--- config.mk ---
export PLATFORM = sky130hd
export DESIGN_NAME = reflet_bus_fabric
export DESIGN_NICKNAME = d
export VERILOG_FILES = /design/src/rtl/reflet_bus_fabric.sv
export SDC_FILE = /design/constraint.sdc
export NUM_CORES = 1
export LEC_CHECK = 0
export ABC_AREA = 1
export BUFFER_PORTS_ARGS = -buffer_cell sky130_fd_sc_hd__buf_2
export CAP_MARGIN = 10
export CORE_MARGIN = 4
export CORE_UTILIZATION = 16
export DETAILED_ROUTE_END_ITERATION = 8
export PLACE_DENSITY_LB_ADDON = 0.05
export SYNTH_ARGS = -nofsm -noshare
export SYNTH_HDL_FRONTEND = slang
export SYNTH_SLANG_ARGS = --single-unit
--- constraint.sdc ---
create_clock -name clk -period 0.8 [get_ports clk]
set_clock_uncertainty 0.15 [all_clocks]
set_input_delay 0.16 -clock clk [delete_from_list [all_inputs] [get_ports clk]]
set_output_delay 0.16 -clock clk [all_outputs]
set_load 0.005 [all_outputs]
--- src/rtl/reflet_bus_fabric.sv ---
// reflet_bus_fabric: address decode, byte-lane steering and wait-state
// insertion between the reflet CPU and a set of base/mask mapped slaves.
module reflet_bus_fabric #(
  parameter int wordsize = 16,
  parameter int regions  = 4,
  parameter logic [regions*wordsize-1:0] region_base   = '0,
  parameter logic [regions*wordsize-1:0] region_mask   = '0,
  parameter logic [regions*4-1:0]        region_wait   = '0,
  parameter logic [regions-1:0]          region_narrow = '0
) (
  input  logic                         clk,
  input  logic                         reset,
  input  logic [wordsize-1:0]          cpu_addr,
  input  logic [wordsize-1:0]          cpu_wdata,
  input  logic                         cpu_write_en,
  output logic [wordsize-1:0]          cpu_rdata,
  output logic                         cpu_enable,
  output logic [regions-1:0]           slave_sel,
  output logic [wordsize-1:0]          slave_addr,
  output logic [wordsize-1:0]          slave_wdata,
  output logic                         slave_write_en,
  input  logic [regions*wordsize-1:0]  slave_rdata,
  input  logic                         error_clear,
  output logic                         bus_error
);

  localparam int LANES = wordsize / 8;
  localparam int LW    = (LANES > 1) ? $clog2(LANES) : 1;
  localparam int IW    = (regions > 1) ? $clog2(regions) : 1;

  typedef enum logic [1:0] {IDLE, WAIT, DONE} state_t;

  state_t              state_q, state_d;
  logic [3:0]          cnt_q, cnt_d;
  logic [IW-1:0]       idx_q, idx_d;
  logic [wordsize-1:0] hold_q, hold_d;
  logic                bus_error_q, bus_error_d;

  logic [regions-1:0]  hit;
  logic [IW-1:0]       hit_idx;
  logic                hit_any;
  logic [3:0]          wait_hit;
  logic [IW-1:0]       act_idx;
  logic [wordsize-1:0] rd_sel;
  logic [wordsize-1:0] steered_rd;
  logic [LW-1:0]       lane;
  logic                narrow_act;
  logic                err_set;

  // Raw per-region match of the current address.
  generate
    for (genvar gi = 0; gi < regions; gi++) begin : g_match
      assign hit[gi] = ((cpu_addr & region_mask[gi*wordsize +: wordsize])
                        == region_base[gi*wordsize +: wordsize]);
    end
  endgenerate

  // Lowest-index match wins; isolate the lowest set bit for the select.
  always_comb begin
    hit_idx = '0;
    hit_any = 1'b0;
    for (int i = regions - 1; i >= 0; i--) begin
      if (hit[i]) begin
        hit_idx = IW'(i);
        hit_any = 1'b1;
      end
    end
  end

  assign slave_sel  = hit & (~hit + regions'(1));
  assign slave_addr = cpu_addr;
  assign wait_hit   = region_wait[hit_idx*4 +: 4];

  // While a wait is in progress the region latched at entry is used.
  assign act_idx    = (state_q == IDLE) ? hit_idx : idx_q;
  assign rd_sel     = slave_rdata[act_idx*wordsize +: wordsize];
  assign narrow_act = region_narrow[act_idx];
  assign lane       = cpu_addr[LW-1:0];

  // Byte-lane steering for 8-bit slaves; wide slaves pass straight through.
  always_comb begin
    steered_rd  = rd_sel;
    slave_wdata = cpu_wdata;
    if (narrow_act) begin
      steered_rd                     = '0;
      steered_rd[int'(lane)*8 +: 8]  = rd_sel[7:0];
      slave_wdata                    = '0;
      slave_wdata[7:0]               = cpu_wdata[int'(lane)*8 +: 8];
    end
  end

  // Next-state, counter, holding register and CPU-facing outputs.
  always_comb begin
    state_d        = state_q;
    cnt_d          = cnt_q;
    idx_d          = idx_q;
    hold_d         = hold_q;
    cpu_enable     = 1'b1;
    slave_write_en = 1'b0;
    cpu_rdata      = hold_q;
    err_set        = 1'b0;
    case (state_q)
      IDLE: begin
        if (!hit_any) begin
          cpu_rdata = '0;
          err_set   = 1'b1;
        end else if (wait_hit == 4'd0) begin
          cpu_rdata      = steered_rd;
          slave_write_en = cpu_write_en;
        end else begin
          // This cycle is the first stall cycle; WAIT covers the rest.
          cpu_enable = 1'b0;
          idx_d      = hit_idx;
          cnt_d      = wait_hit - 4'd1;
          if (wait_hit == 4'd1) begin
            hold_d  = steered_rd;
            state_d = DONE;
          end else begin
            state_d = WAIT;
          end
        end
      end
      WAIT: begin
        cpu_enable = 1'b0;
        if (cnt_q <= 4'd1) begin
          cnt_d   = 4'd0;
          hold_d  = steered_rd;
          state_d = DONE;
        end else begin
          cnt_d = cnt_q - 4'd1;
        end
      end
      DONE: begin
        slave_write_en = cpu_write_en;
        state_d        = IDLE;
      end
      default: state_d = IDLE;
    endcase
    bus_error_d = err_set | (bus_error_q & ~error_clear);
    if (!reset) begin
      cpu_enable     = 1'b1;
      slave_write_en = 1'b0;
      cpu_rdata      = hold_q;
    end
  end

  assign bus_error = bus_error_q;

  // State registers with synchronous active-low reset.
  always_ff @(posedge clk) begin
    if (!reset) begin
      state_q     <= IDLE;
      cnt_q       <= '0;
      idx_q       <= '0;
      hold_q      <= '0;
      bus_error_q <= 1'b0;
    end else begin
      state_q     <= state_d;
      cnt_q       <= cnt_d;
      idx_q       <= idx_d;
      hold_q      <= hold_d;
      bus_error_q <= bus_error_d;
    end
  end

endmodule
==> flow_metrics.env <==
export IMPL_largest_reg_flops=1
export IMPL_die_h_um=62.4
export IMPL_drt_initial_drc_count=1
export IMPL_grt_max_degree=10
export IMPL_drive_gt1_frac=0.720
export IMPL_max_cap_violations=0
export IMPL_fp_dieW_um=62.4
export IMPL_drcViolationCount=0
export IMPL_yosys_warnings=0
export IMPL_p_clk_frac=0
export IMPL_drt_wl_total_um=1130
export IMPL_finalMaxSlewViolations=0
export IMPL_cpPeakStageDelay_ps=130
export IMPL_synth_area_sq_um=474
export IMPL_arrival_ps=480
export IMPL_clock_latency_ps=0
export IMPL_place_gp_congestion=0.605
export IMPL_status="finished, final reports clean"
export IMPL_synthAdderAreaFrac=0
export IMPL_fp_dieArea_sq_mm=0.00390
export IMPL_final_instance_count_excl_fill=113
export IMPL_syn_avg_cell_area_sq_um=6.08
export IMPL_synth_compound_area_frac=0
export IMPL_setup_viol=0
export IMPL_first_pass_iters=2
export IMPL_timing_worst_setup_path_type="input port to output pin"
export IMPL_power_density_mw_per_mm2=509
export IMPL_fmax_mhz=1260
export IMPL_viasPerCell=3.38
export IMPL_postCtsHoldBufs=0
export IMPL_vias=382
export IMPL_nFillCells=331
export IMPL_switchingPower_mw=0.0916
export IMPL_multi_input_area_sq_um=138
export IMPL_worstHoldPathType="input port to output pin"
export IMPL_ant_nets=0
export IMPL_num_rows=19
export IMPL_path_buf_inv=3
export IMPL_drt_wirelength_per_cell_um=10.0
export IMPL_worst_ir_drop_vdd_v=0.000237
export IMPL_synthXorXnorAreaFrac=0
export IMPL_synth_top_family_by_area="buffers and inverters"
export IMPL_worstPathRequired_ps=490
export IMPL_period_minus_slack_ps=791
export IMPL_grt_overflow=0
export IMPL_hpwl_um=784
export IMPL_num_io_pins=155
export IMPL_crit_slowest_cell="clkbuf_16"
export IMPL_leakage_nw=0.401
export IMPL_critPathMaxFanout=4
export IMPL_initial_core_util=0.169
export IMPL_seq_area_frac_synth=0.0422
export IMPL_placed_area_sq_um=400
export IMPL_synthMuxAreaShare=0
export IMPL_final_cell_area_sq_um=520
export IMPL_period_share=0.989
export IMPL_hold_viol=0
export IMPL_path_cells="clkbuf_16, nand2_1, inv_1, buf_2"
export IMPL_grt_pass1_vias=368
export IMPL_nets=184
export IMPL_intPower_mw=0.173
export IMPL_worstSetupStartpointType="input port"
export IMPL_synth_simple_gate_area_share=0.156
export IMPL_netlist_instances=78
export IMPL_critPathTopFamily="buffers and inverters"
export IMPL_core_area_sq_mm=0.00281
export IMPL_synth_seq_cells=1
export IMPL_grt_usage=0.0465
export IMPL_end_kind="output pin"
export IMPL_portBuffers=37
export IMPL_rsz0062_at_grt="yes"
export IMPL_grt_pass1_wl_um=1570
export IMPL_synth_distinct_cells=9
export IMPL_p_comb_frac=0.808
export IMPL_n_antenna_cell=0
export IMPL_p_sw_frac=0.346
export IMPL_placedCellCount=110
export IMPL_regArea_sq_um=20.0
export IMPL_syn2layout_area_growth_pct=9.76
export IMPL_pwr_share_seq=0.192
export IMPL_r2r_slack_ps=160
export IMPL_antenna_found_initial=0
==> power groups by stage <==
stage          combinational (mW)  sequential, mW  clock (mW)
2_1_floorplan               0.219          0.0509           0
6_report                    0.214          0.0509           0
5_1_grt                     0.240          0.0509           0
4_1_cts                     0.174          0.0509           0
3_5_place_dp                0.147          0.0509           0
3_3_place_gp                0.150          0.0509           0
==> synth_stat cells <==
| library cell | n | area share |
|---|---|---|
| nand2_1 | 17 | 0.13 |
| conb_1 | 2 | 0.016 |
| nand2_2 | 1 | 0.013 |
| nor2_1 | 1 | 0.0079 |
| dfxtp_1 | 1 | 0.042 |
| buf_4 | 37 | 0.59 |
| inv_1 | 17 | 0.13 |
| buf_12 | 1 | 0.042 |
| buf_6 | 1 | 0.024 |
==> worst register-to-register path: stages, from the launching register on <==
cell and delay [ps]:
dfxtp_1 300, nand2_1 50, nor2_1 70
==> through the flow <==
stage                     utilization  setup TNS [ps]  worst slack [ps]  hold WS [ps]  power, mW
final                           0.186               0              8.96           170      0.265
after global routing            0.186           -87.5             -12.5           170      0.291
after CTS                       0.159               0              6.99           170      0.225
after detailed placement        0.143           -3870              -234           170      0.198
after global placement          0.143           -3780              -226           170      0.201
after floorplan                     -               0              5.75          81.6      0.270
==> logic make-up after synthesis <==
logic type / count (synthesis)
AND/OR/NAND/NOR: 19
flip-flops: 1
buffers and inverters: 56
other: 2
==> placed cells by master (no fill, tap or decap) <==
cell        n
buf_12      1
buf_16      1
buf_2      36
buf_4       1
clkbuf_16   1
conb_1      5
dfxtp_1     1
inv_1      11
inv_2       6
nand2_1     5
nand2_2    10
nand2_4     3
nor2_1      1
==> layer usage <==
metal / global-route usage / wire (um) / vias up
met2: 0.0852 / 505 / 33
met1: 0.0410 / 363 / 154
li1: - / - / 183
met4: 0.0193 / 34 / 0
met3: 0.0270 / 227 / 12
met5: 0 / 0 / -
==> final timing paths <==
kind,start,end,cells past startpoint
setup / recovery,reset,cpu_rdata[9],4
hold / removal,cpu_addr[11],slave_addr[11],0
setup reg to reg,bus_error,bus_error,2
hold reg to reg,bus_error,bus_error,2
==> what timing repair did <==
item                                    in CTS  in global routing
hold endpoints to repair                     0                  0
endpoints found under the setup margin      18                 15
pin swaps                                    1                  3
buffers inserted                             0                  1
resized for setup                            6                 20
gates cloned                                 1                  1
==> cell type report <==
cell class                      instances  area share
Timing Repair Buffer                   40       0.500
Multi-Input combinational cell         24       0.264
Inverter                               17       0.123
Tap cell                               31      0.0745
Sequential cell                         1      0.0385
Note: power is estimated with default switching activity, not from simulation.
